**src/rtl/mem_arbiter.sv**
```systemverilog
`default_nettype none
// ============================================================================
// Module      : mem_arbiter
// Description : Two-port arbiter sharing one variable-latency memory between
//               the instruction-fetch path and the data-access path. Grants
//               one requester at a time, handshakes completion with a
//               one-cycle ack, stalls the CPU while a request is pending and
//               aborts accesses that exceed TIMEOUT cycles.
//               Optional feature: define MEM_ARBITER_RR_EN for round-robin
//               tie-breaking. Otherwise data wins over fetch on a tie.
// Revision    : 1.0 - initial release
// ============================================================================
module mem_arbiter #(
    parameter int AW      = 32,
    parameter int DW      = 32,
    parameter int TIMEOUT = 255
) (
    input  logic          clk,
    input  logic          reset,
    input  logic          if_req,
    input  logic [AW-1:0] if_addr,
    output logic [DW-1:0] if_rdata,
    output logic          if_ack,
    output logic          if_err,
    input  logic          d_req,
    input  logic          d_we,
    input  logic [AW-1:0] d_addr,
    input  logic [DW-1:0] d_wdata,
    output logic [DW-1:0] d_rdata,
    output logic          d_ack,
    output logic          d_err,
    output logic          mem_req,
    output logic          mem_we,
    output logic [AW-1:0] mem_addr,
    output logic [DW-1:0] mem_wdata,
    input  logic [DW-1:0] mem_rdata,
    input  logic          mem_ready,
    output logic          cpu_stall
);

    typedef enum logic [1:0] {
        IDLE = 2'd0,
        BUSY = 2'd1,
        ACK  = 2'd2
    } state_t;

    // Counter only has to reach TIMEOUT-1
    localparam int CW = (TIMEOUT > 2) ? $clog2(TIMEOUT) : 1;
    localparam logic [CW-1:0] c_TO_LAST = CW'((TIMEOUT > 0) ? TIMEOUT - 1 : 0);

    state_t          r_state;
    state_t          w_next_state;
    logic            r_owner_d;      // 1 = data port owns the memory, 0 = fetch
    logic [CW-1:0]   r_cnt;
    logic            r_err;
    logic            r_we;
    logic [AW-1:0]   r_addr;
    logic [DW-1:0]   r_wdata;
    logic [DW-1:0]   r_if_rdata;
    logic [DW-1:0]   r_d_rdata;
    logic            w_any_req;
    logic            w_grant_d;
    logic            w_timeout;

    assign w_any_req = if_req | d_req;

`ifdef MEM_ARBITER_RR_EN
    // On a tie the port that did not own the last access wins
    assign w_grant_d = d_req & ~(if_req & r_owner_d);
`else
    // Data always beats fetch; fetch may starve under continuous d_req
    assign w_grant_d = d_req;
`endif

    assign w_timeout = (TIMEOUT != 0) && (r_cnt == c_TO_LAST);

    // State register
    always_ff @(posedge clk or negedge reset) begin
        if (!reset) r_state <= IDLE;
        else        r_state <= w_next_state;
    end

    // Next-state: grant in IDLE, finish on ready or timeout, ACK lasts one cycle
    always_comb begin
        w_next_state = r_state;
        case (r_state)
            IDLE:    if (w_any_req) w_next_state = BUSY;
            BUSY:    if (mem_ready || w_timeout) w_next_state = ACK;
            ACK:     w_next_state = IDLE;
            default: w_next_state = IDLE;
        endcase
    end

    // Grant: latch owner and the memory command, clear the timeout counter
    always_ff @(posedge clk or negedge reset) begin
        if (!reset) begin
            r_owner_d <= 1'b1;
            r_we      <= 1'b0;
            r_addr    <= '0;
            r_wdata   <= '0;
            r_cnt     <= '0;
        end else if (r_state == IDLE) begin
            r_cnt <= '0;
            if (w_any_req) begin
                r_owner_d <= w_grant_d;
                r_we      <= w_grant_d & d_we;
                r_addr    <= w_grant_d ? d_addr  : if_addr;
                r_wdata   <= w_grant_d ? d_wdata : '0;
            end
        end else if (r_state == BUSY) begin
            r_cnt <= r_cnt + 1'b1;
        end
    end

    // Completion: capture read data for the owner or record a timeout
    always_ff @(posedge clk or negedge reset) begin
        if (!reset) begin
            r_err      <= 1'b0;
            r_if_rdata <= '0;
            r_d_rdata  <= '0;
        end else if (r_state == BUSY) begin
            if (mem_ready) begin
                r_err <= 1'b0;
                if (!r_owner_d)  r_if_rdata <= mem_rdata;
                else if (!r_we)  r_d_rdata  <= mem_rdata;
            end else if (w_timeout) begin
                r_err <= 1'b1;
            end
        end
    end

    assign mem_req   = (r_state == BUSY);
    assign mem_we    = r_we;
    assign mem_addr  = r_addr;
    assign mem_wdata = r_wdata;

    assign if_ack    = (r_state == ACK) & ~r_owner_d;
    assign d_ack     = (r_state == ACK) &  r_owner_d;
    assign if_err    = if_ack & r_err;
    assign d_err     = d_ack  & r_err;
    assign if_rdata  = r_if_rdata;
    assign d_rdata   = r_d_rdata;

    assign cpu_stall = (if_req & ~if_ack) | (d_req & ~d_ack);

endmodule
`default_nettype wire

```
**config.mk**
```make
export PLATFORM = sky130hd
export DESIGN_NAME = mem_arbiter
export DESIGN_NICKNAME = d
export VERILOG_FILES = /design/src/rtl/mem_arbiter.sv
export SDC_FILE = /design/constraint.sdc
export NUM_CORES = 1
export LEC_CHECK = 0
export BUFFER_PORTS_ARGS = -buffer_cell sky130_fd_sc_hd__buf_2
export CORE_MARGIN = 2
export CORE_UTILIZATION = 50
export CTS_CLUSTER_SIZE = 28
export DETAILED_ROUTE_END_ITERATION = 8
export GPL_TIMING_DRIVEN = 0
export PLACE_DENSITY_LB_ADDON = 0.08
export SLEW_MARGIN = 30
export SYNTH_ARGS = -nofsm -noshare
export SYNTH_HDL_FRONTEND = slang
export SYNTH_SLANG_ARGS = --single-unit
```
**constraint.sdc**
```tcl
create_clock -name clk -period 3.9 [get_ports clk]
set_input_delay 0.585 -clock clk [delete_from_list [all_inputs] [get_ports clk]]
set_output_delay 0.585 -clock clk [all_outputs]
set_load 0.005 [all_outputs]
```
==> flow_summary.yaml, run 1 <==
outcome:
  status: "finished clean"
pwr:
  irDropWorstVdd_mv: 0.546
  leakagePower_uw: 0.00398
  power_per_cell_area_mw_per_mm2: 815
critical_path:
  cp-start-kind: "flip-flop"
  critPathRequiredTime_ns: 3.31
  critPathKind: "reg2out"
  critPathMaxStageDelay_ns: 0.41
  cp_max_fo: 10
  worstPathCellList: "clkbuf_1 > nor3b_1 > and2_1 > buf_2"
  r2r-end: "if_rdata[23]"
  endpoint_kind: "output port"
  rr_startpoint: "r_state[0]"
  cpMaxStageDelayCell: "dfrtp_1"
  rr_worst_depth: 5
  r2r_slack_ns: 2.03
  crit_arrival_ns: 1.88
cts:
  post_cts_resized: 0
  cts_sinks: 141
  htree_levels: 4
  cts_buffers: 17
  path_clk_slew_ns: 0.06
  cts_tree: "yes"
  post-cts-setup-buffers: 0
  cts.hold.buffers_added: 0
  cts_root_buf: "clkbuf_16"
  worstSkewPairLatency_ns: 0.41
  cts_buffer_depth: 2
synth:
  synthCells: 380
  yosys_warnings: 0
  ys_seq_elements: 141
  syn_avg_cell_area_um2: 15.1
  synth_nets: 516
  synth.distinct_cells: 36
  ys_seq_area_frac: 0.616
  syn-cell-area_mm2: 0.00573
cells_and_area:
  areaGrowthSynthToFinish_pct: 38.3
  final_common_cell: "buf_2"
  nNetsFinal: 803
  n_antenna_cell: 0
  mostFrequentLayoutCells: "buf_2, dfrtp_1, mux2_2, a22o_1, clkbuf_16"
  drive_gt1_frac: 0.662
  fin_cells: 823
  n_fill_cell: 826
detailed_routing:
  vias: 4262
  drt_wl_total_um: 14400
  drt_iter0_drc: 260
  drc: 0
  drt_pass1_iterations: 4
  wire_per_inst_um: 17.5
  ant_nets: 0
  vias_per_cell: 5.18
floorplanning:
  io_pins: 269
  core_mm2: 0.0113
  placementRows: 39
  fp.dieH_um: 111
  die_w_um: 111
  start_util: 0.506
  fp.dieArea_mm2: 0.0123
timing:
  slew_violations: 0
  fin_crit_sh: 0.631
  setup_tns_ns: 0
  setup_viol: 0
  max_slew_margin: 0.565
  tightest_slew_ns: 0.652
  fmax_mhz: 406
  clock_skew_ns: 0.00361
  rsz0062_at_grt: "no"
  final-hold-violation-count: 0
  min_period_ns: 2.46
placed_design:
  dp_hpwl_um: 10600
  gp_congestion: 0.861
  place_inst: 791
  io_buffers: 267
grt:
  grt_pass1_vias: 4559
  grt_usage: 0.245
  grt_antenna_before_repair: 0
  gr-total-overflow: 0
  grt_max_degree: 89
  grt_pass1_wl_um: 23400
job:
  maxCapViolations: 0
hold_path:
  hold_path.class: "in2async"
==> how the worst max path moves through the flow <==
stage | from | end | cells past startpoint
6_report | r_state[1] | if_err | 4
3_3_place_gp | reset | mem_addr[21] | 1
5_1_grt | r_state[1] | if_err | 4
3_5_place_dp | d_req | mem_addr[28] | 5
4_1_cts | r_state[1] | if_err | 4
2_1_floorplan | d_req | mem_addr[10] | 4
==> cell families (layout without fill, tap and decap cells) <==
kind of cell	after synthesis	in the layout	share of synthesized area
AO/OA/AOI/OAI	50	50	0.0683
multiplexers	128	128	0.252
AND/OR/NAND/NOR	31	31	0.0336
adder cells (fa/ha/maj)	2	2	0.00437
XOR/XNOR	1	1	0.00153
flip-flops	141	141	0.616
buffers and inverters	27	327	0.0247
==> synth_stat cells, drive strengths merged <==
cell    count  area share
dfrtp     140        0.61
mux2      128        0.25
a22o       34       0.052
buf        20       0.020
o21ai       7      0.0061
nand2       6      0.0039
inv         5      0.0033
nor2        5      0.0046
nand3       4      0.0035
a21oi       3      0.0026
or3         3      0.0033
and2        2      0.0022
clkbuf      2      0.0013
ha          2      0.0044
nor3        2      0.0026
nor3b       2      0.0046
o21a        2      0.0026
a21o        1      0.0013
and3b       1      0.0015
dfstp       1      0.0046
nand2b      1      0.0011
nand3b      1      0.0013
nand4       1      0.0011
nand4b      1      0.0015
nor2b       1      0.0011
o211ai      1      0.0013
o22ai       1      0.0011
o31ai       1      0.0013
or4         1      0.0013
xor2        1      0.0015
==> layout make-up <==
class / instances / area, um^2 / share of cell area
clock inverter: 11 / 163 / 0.0205
multi-input combinational: 212 / 2060 / 0.260
tap: 143 / 179 / 0.0226
timing repair buffer: 268 / 1370 / 0.173
sequential: 141 / 3530 / 0.445
clock buffer: 21 / 480 / 0.0606
buffer: 22 / 123 / 0.0155
inverter: 5 / 18.8 / 0.00237
==> layer usage <==
layer	vias up	GRT usage	routed length [um]
met5	-	0	0
met4	0	0.0938	285
met3	22	0.0869	1170
met2	187	0.411	7250
met1	2094	0.290	5670
li1	1959	-	-
==> flip-flops by register name, summed over array words and instances (netlist names) <==
| signal | flops |
|---|---|
| d_rdata | 32 |
| if_rdata | 32 |
| mem_addr | 32 |
| mem_wdata | 32 |
| r_cnt | 8 |
| r_state | 2 |
| mem_we | 1 |
| r_err | 1 |
| r_owner_d | 1 |
==> critical path, delay by kind of cell (launching register included) <==
family / cells / cell delay, ns
flip-flops: 1 / 0.41
buffers and inverters: 2 / 0.47
AND/OR/NAND/NOR: 2 / 0.58
==> report_power, final <==
part / internal [uW] / switching [uW] / leakage, uW
sequential: 2170 / 374 / 0.00172
combinational: 1250 / 946 / 0.00195
clock: 1130 / 589 / 0.000311
total: 4550 / 1910 / 0.00398
==> metrics by stage <==
step                      utilization  hold WS, ns  cell area (um^2)  setup slack (ns)  total power [uW]
after global routing            0.700        0.212              7930              1.33              6870
after detailed placement        0.643        0.477              7280              1.81              4780
after floorplan                     -        0.289              5730              2.10              3670
after CTS                       0.700        0.188              7930              1.42              6540
after global placement          0.640        0.478              7250             0.390              4680
final                           0.700        0.165              7930              1.44              6460
Note: power is estimated with default switching activity, not from simulation.
==> inputs of run 2 (changes only) <==
--- a/config.mk
+++ b/config.mk
@@ -7,7 +7,7 @@
 export LEC_CHECK = 0
 export BUFFER_PORTS_ARGS = -buffer_cell sky130_fd_sc_hd__buf_2
 export CORE_MARGIN = 2
-export CORE_UTILIZATION = 50
+export CORE_UTILIZATION = 47
 export CTS_CLUSTER_SIZE = 28
 export DETAILED_ROUTE_END_ITERATION = 8
 export GPL_TIMING_DRIVEN = 0
==> constraint.sdc (replaced) <==
create_clock -name clk -period 2.5 [get_ports clk]
set_input_delay 0.375 -clock clk [delete_from_list [all_inputs] [get_ports clk]]
set_output_delay 0.375 -clock clk [all_outputs]
set_load 0.005 [all_outputs]
==> run 2 against run 1 <==
Against the previous run:
- non-clock buffer count grew 1
- highest routed layer unchanged
- power grew 52%
- die area grew 6.2%
- sequential cell count is the same
- worst setup slack lost 1.1 ns
- sequential power grew 55%
- final cell count grew 0.61%
- register-to-register slack lost 1.4 ns
- final area shrank 0.49%
- utilization shrank 4.1 points
==> flow_summary.yaml, run 2 (synthesis gave the netlist of run 1 again) <==
grt:
  grt_pass1_vias: 4380
  grt_antenna_before_repair: 1
  gr-total-overflow: 0
  grt_pass1_wl_um: 21700
  grt_usage: 0.217
  grt_max_degree: 75
cts:
  cts_tree: "yes"
  post_cts_resized: 0
  post-cts-setup-buffers: 0
  cts_sinks: 141
  htree_levels: 4
  worstSkewPairLatency_ns: 0.40
  cts_buffer_depth: 2
  path_clk_slew_ns: 0.06
  cts_buffers: 17
  cts.hold.buffers_added: 1
  cts_root_buf: "clkbuf_16"
critical_path:
  rr_worst_depth: 5
  cp_max_fo: 10
  cp-startpoint: "r_state[1]"
  critPathKind: "reg2out"
  rr_startpoint: "r_state[0]"
  endpoint_kind: "output port"
  r2r_slack_ns: 0.62
  r2r-end: "if_rdata[14]"
  cp-endpoint: "if_err"
  crit_arrival_ns: 1.82
  critPathRequiredTime_ns: 2.12
  cp-start-kind: "flip-flop"
floorplanning:
  start_util: 0.479
  fp.dieH_um: 114
  core_mm2: 0.0120
  fp.dieArea_mm2: 0.0131
  die_w_um: 114
  placementRows: 40
  io_pins: 269
cells_and_area:
  postLayoutCellArea_mm2: 0.00789
  final_common_cell: "buf_2"
  mostFrequentLayoutCells: "buf_2, dfrtp_1, mux2_2, a22o_1, clkbuf_16"
  utilization: 0.659
  drive_gt1_frac: 0.657
  n_fill_cell: 912
  nNetsFinal: 804
  areaGrowthSynthToFinish_pct: 37.6
placed_design:
  gp_congestion: 0.770
  io_buffers: 267
  dp_hpwl_um: 10500
  dpl_cell_area_mm2: 0.00729
detailed_routing:
  wire_per_inst_um: 16.8
  dr_wl_met2_um: 6710
  top_layer: "met4"
  drc: 0
  drt_pass1_iterations: 6
  ant_nets: 0
  wl_met1_um: 5790
  drt_wl_total_um: 13900
  drt_iter0_drc: 170
  wl_met3_um: 1150
  vias_per_cell: 5.11
  vias: 4228
timing:
  rsz0062_at_grt: "no"
  slew_violations: 0
  setup_tns_ns: 0
  max_slew_margin: 0.617
  clock_skew_ns: 0.00555
  fmax_mhz: 455
  tightest_slew_ns: 0.575
  fin_crit_sh: 0.880
  final-hold-violation-count: 0
  min_period_ns: 2.20
  setup_viol: 0
outcome:
  status: "finished clean"
pwr:
  power_uw: 9820
  irDropWorstVdd_mv: 0.455
  power_per_cell_area_mw_per_mm2: 1250
  leakagePower_uw: 0.00397
job:
  maxCapViolations: 0
hold_path:
  hold_path.class: "in2reg"
==> run 2: per-layer routing <==
metal / vias up / track usage
met5: - / 0
met3: 20 / 0.0810
met2: 189 / 0.355
li1: 1956 / -
met4: 0 / 0.0837
met1: 2063 / 0.260
==> run 2: final cells by class <==
class | instances | area [um^2] | area share
clock buffer | 24 | 502 | 0.0636
sequential | 141 | 3530 | 0.447
antenna | 1 | 2.50 | 0.000317
timing repair buffer | 269 | 1380 | 0.175
clock inverter | 7 | 85.1 | 0.0108
tap | 147 | 184 | 0.0233
buffer | 22 | 123 | 0.0155
multi-input combinational | 212 | 2060 | 0.261
inverter | 5 | 18.8 | 0.00238
==> run 2: stage by stage <==
step / instances / hold WS (ns) / worst slack (ns)
2_1_floorplan: 380 / 0.0794 / 0.914
3_3_place_gp: 794 / 0.477 / -0.845
3_5_place_dp: 795 / 0.361 / 0.604
4_1_cts: 827 / 0.170 / 0.279
5_1_grt: 827 / 0.176 / 0.129
6_report: 828 / 0.195 / 0.301
==> run 2: where the power goes <==
part           internal (uW)  switching, uW
logic                   1940           1460
clock network           1590            879
registers               3390            561
total                   6920           2900
==> run 2: worst min-delay path by stage <==
stage	start	to	slack [ns]	depth (start not counted)
2_1_floorplan	reset	d_rdata[0]	0.08	0
3_3_place_gp	mem_wdata[14]	mem_wdata[14]	0.48	1
3_5_place_dp	reset	d_rdata[10]	0.36	1
4_1_cts	d_wdata[8]	mem_wdata[8]	0.17	2
5_1_grt	d_wdata[3]	mem_wdata[3]	0.18	2
6_report	d_wdata[8]	mem_wdata[8]	0.19	2
==> run 2: worst max-delay path, cell delays in order, from the launching register on <==
cell	delay, ns
dfrtp_1	0.40
clkbuf_1	0.36
nor3b_1	0.38
and2_1	0.18
buf_2	0.11
==> inputs of run 3 (changes only) <==
--- a/config.mk
+++ b/config.mk
@@ -7,7 +7,7 @@
 export LEC_CHECK = 0
 export BUFFER_PORTS_ARGS = -buffer_cell sky130_fd_sc_hd__buf_2
 export CORE_MARGIN = 2
-export CORE_UTILIZATION = 47
+export CORE_UTILIZATION = 42
 export CTS_CLUSTER_SIZE = 28
 export DETAILED_ROUTE_END_ITERATION = 8
 export GPL_TIMING_DRIVEN = 0
==> constraint.sdc (replaced) <==
create_clock -name clk -period 1.95 [get_ports clk]
set_input_delay 0.0975 -clock clk [delete_from_list [all_inputs] [get_ports clk]]
set_output_delay 0.0975 -clock clk [all_outputs]
set_load 0.005 [all_outputs]
==> run 3 against run 2 <==
Against the previous run:
- register-to-register slack worse by 0.48 ns
- first-iteration DRC count shrank 5.9%
- via count up 6.3%
- non-clock buffer count is 67 higher
- clock skew about the same
- global-route usage shrank 0.27 points
- sequential cell count did not move
- worst setup slack worse by 0.17 ns
- die area grew 11%
- count of clock-buffer cells in the layout fell by 3
- sequential power rose by 29%
==> flow_summary.yaml, run 3 (synthesis gave the netlist of run 1 again) <==
grt:
  gr-total-overflow: 0
  grt_pass1_vias: 4750
  grt_use_met3: 0.0656
  grtUsageMet1: 0.254
  grt_max_degree: 79
  grt_antenna_before_repair: 0
  gr-usage-met2: 0.362
  grt_pass1_wl_um: 23900
  grt_usage: 0.214
  grt-busiest-layer: "met2"
timing:
  fin_crit_sh: 0.931
  min_period_ns: 1.81
  whs_ns: 0.0427
  slew_violations: 0
  rsz0062_at_grt: "no"
  clock_skew_ns: 0.00511
  setup_viol: 0
  fmax_mhz: 551
  final-hold-violation-count: 0
  max_slew_margin: 0.599
  tightest_slew_ns: 0.598
critical_path:
  critPathKind: "reg2reg"
  critPathRequiredTime_ns: 2.24
  cpMaxStageDelayCell: "dfrtp_1"
  crit_arrival_ns: 2.11
  critPathMaxStageDelay_ns: 0.42
  endpoint_kind: "flip-flop"
  cp_max_fo: 10
  worstPathCellList: "nand3b_1 > nor3b_4 > buf_4 > mux2_2"
  cp-start-kind: "flip-flop"
  r2r_slack_ns: 0.14
detailed_routing:
  wire_per_inst_um: 16.5
  drt_wl_total_um: 15300
  vias_per_cell: 4.86
  drt_pass1_iterations: 6
  drt_iter0_drc: 160
  vias: 4494
  drc: 0
  ant_nets: 0
cts:
  worstSkewPairLatency_ns: 0.41
  cts_sinks: 141
  cts_root_buf: "clkbuf_16"
  htree_levels: 4
  cts_buffer_depth: 2
  path_clk_slew_ns: 0.06
  cts_buffers: 17
  cts_tree: "yes"
cells_and_area:
  drive_gt1_frac: 0.604
  n_fill_cell: 1019
  final_common_cell: "buf_2"
  mostFrequentLayoutCells: "buf_2, dfrtp_1, mux2_2, dlygate4sd3_1, a22o_1"
  postLayoutCellArea_mm2: 0.00860
  ff_latch_area_mm2: 0.00353
  nNetsFinal: 871
  multi_input_area_mm2: 0.00207
  areaGrowthSynthToFinish_pct: 50.1
placed_design:
  io_buffers: 267
  gp_congestion: 0.778
  dpl_cell_area_mm2: 0.00732
  dp_hpwl_um: 10900
floorplanning:
  start_util: 0.431
  placementRows: 42
  fp.dieArea_mm2: 0.0146
  die_w_um: 121
  core_mm2: 0.0133
  fp.dieH_um: 121
  io_pins: 269
pwr:
  power_per_cell_area_mw_per_mm2: 1490
  irDropWorstVdd_mv: 0.813
  leakagePower_uw: 0.00424
hold_path:
  hold_path.class: "in2reg"
job:
  maxCapViolations: 0
outcome:
  status: "finished clean"
run 3: power by group:
| part | internal [uW] | leakage, uW | total (uW) | switching, uW |
|---|---|---|---|---|
| registers | 4350 | 0.00172 | 5100 | 748 |
| logic | 2580 | 0.00224 | 4520 | 1940 |
| clock network | 1970 | 0.000285 | 3170 | 1190 |
| total | 8910 | 0.00424 | 12800 | 3880 |
run 3: final timing paths:
check | cells past startpoint | start | endpoint
max in group asynchronous | 3 | reset | r_owner_d
min in group asynchronous | 2 | reset | d_rdata[27]
min reg2reg | 1 | mem_wdata[25] | mem_wdata[25]
max | 4 | r_state[1] | d_rdata[18]
max reg2reg | 4 | r_state[1] | d_rdata[18]
min | 3 | if_addr[24] | mem_addr[24]
run 3: final cells by class:
class	instances	area share
well taps	176	0.0256
clock inverters	11	0.0135
multi-input cells	212	0.240
diodes	1	0.000291
clock buffers	21	0.0547
repair buffers	336	0.239
inverters	5	0.00218
plain buffers	22	0.0144
flip-flops and latches	141	0.410
run 3: metrics by stage:
step	TNS, ns	setup slack, ns	cells	utilization	power (uW)
6_report	0	0.135	925	0.647	12800
5_1_grt	0	0.0470	924	0.647	13600
3_5_place_dp	0	0.0740	824	0.551	9580
4_1_cts	0	0.0478	924	0.647	12900
3_3_place_gp	-156.90	-1.13	823	0.548	9430
2_1_floorplan	0	0.387	380	-	7340
run 3: routing by layer:
layer / vias to the layer above / wire length (um)
li1: 2085 / -
met1: 2180 / 6250
met2: 202 / 7540
met3: 27 / 1130
met4: 0 / 367
met5: - / 0
run 3: timing repair:
| action | in CTS | in global routing |
|---|---|---|
| hold buffers | 68 | 0 |
| gates resized for setup | 1 | 3 |
| setup endpoints to repair | 2 | 12 |
| hold endpoints to repair | 163 | 0 |
| buffers inserted | 0 | 0 |
run 3: critical path: cells and delay by family, from the launching register on:
kind,cells,cell delay [ns]
and+or+nand+nor,2,0.65
muxes,1,0.35
buffers and inverters,1,0.27
DFF,1,0.42
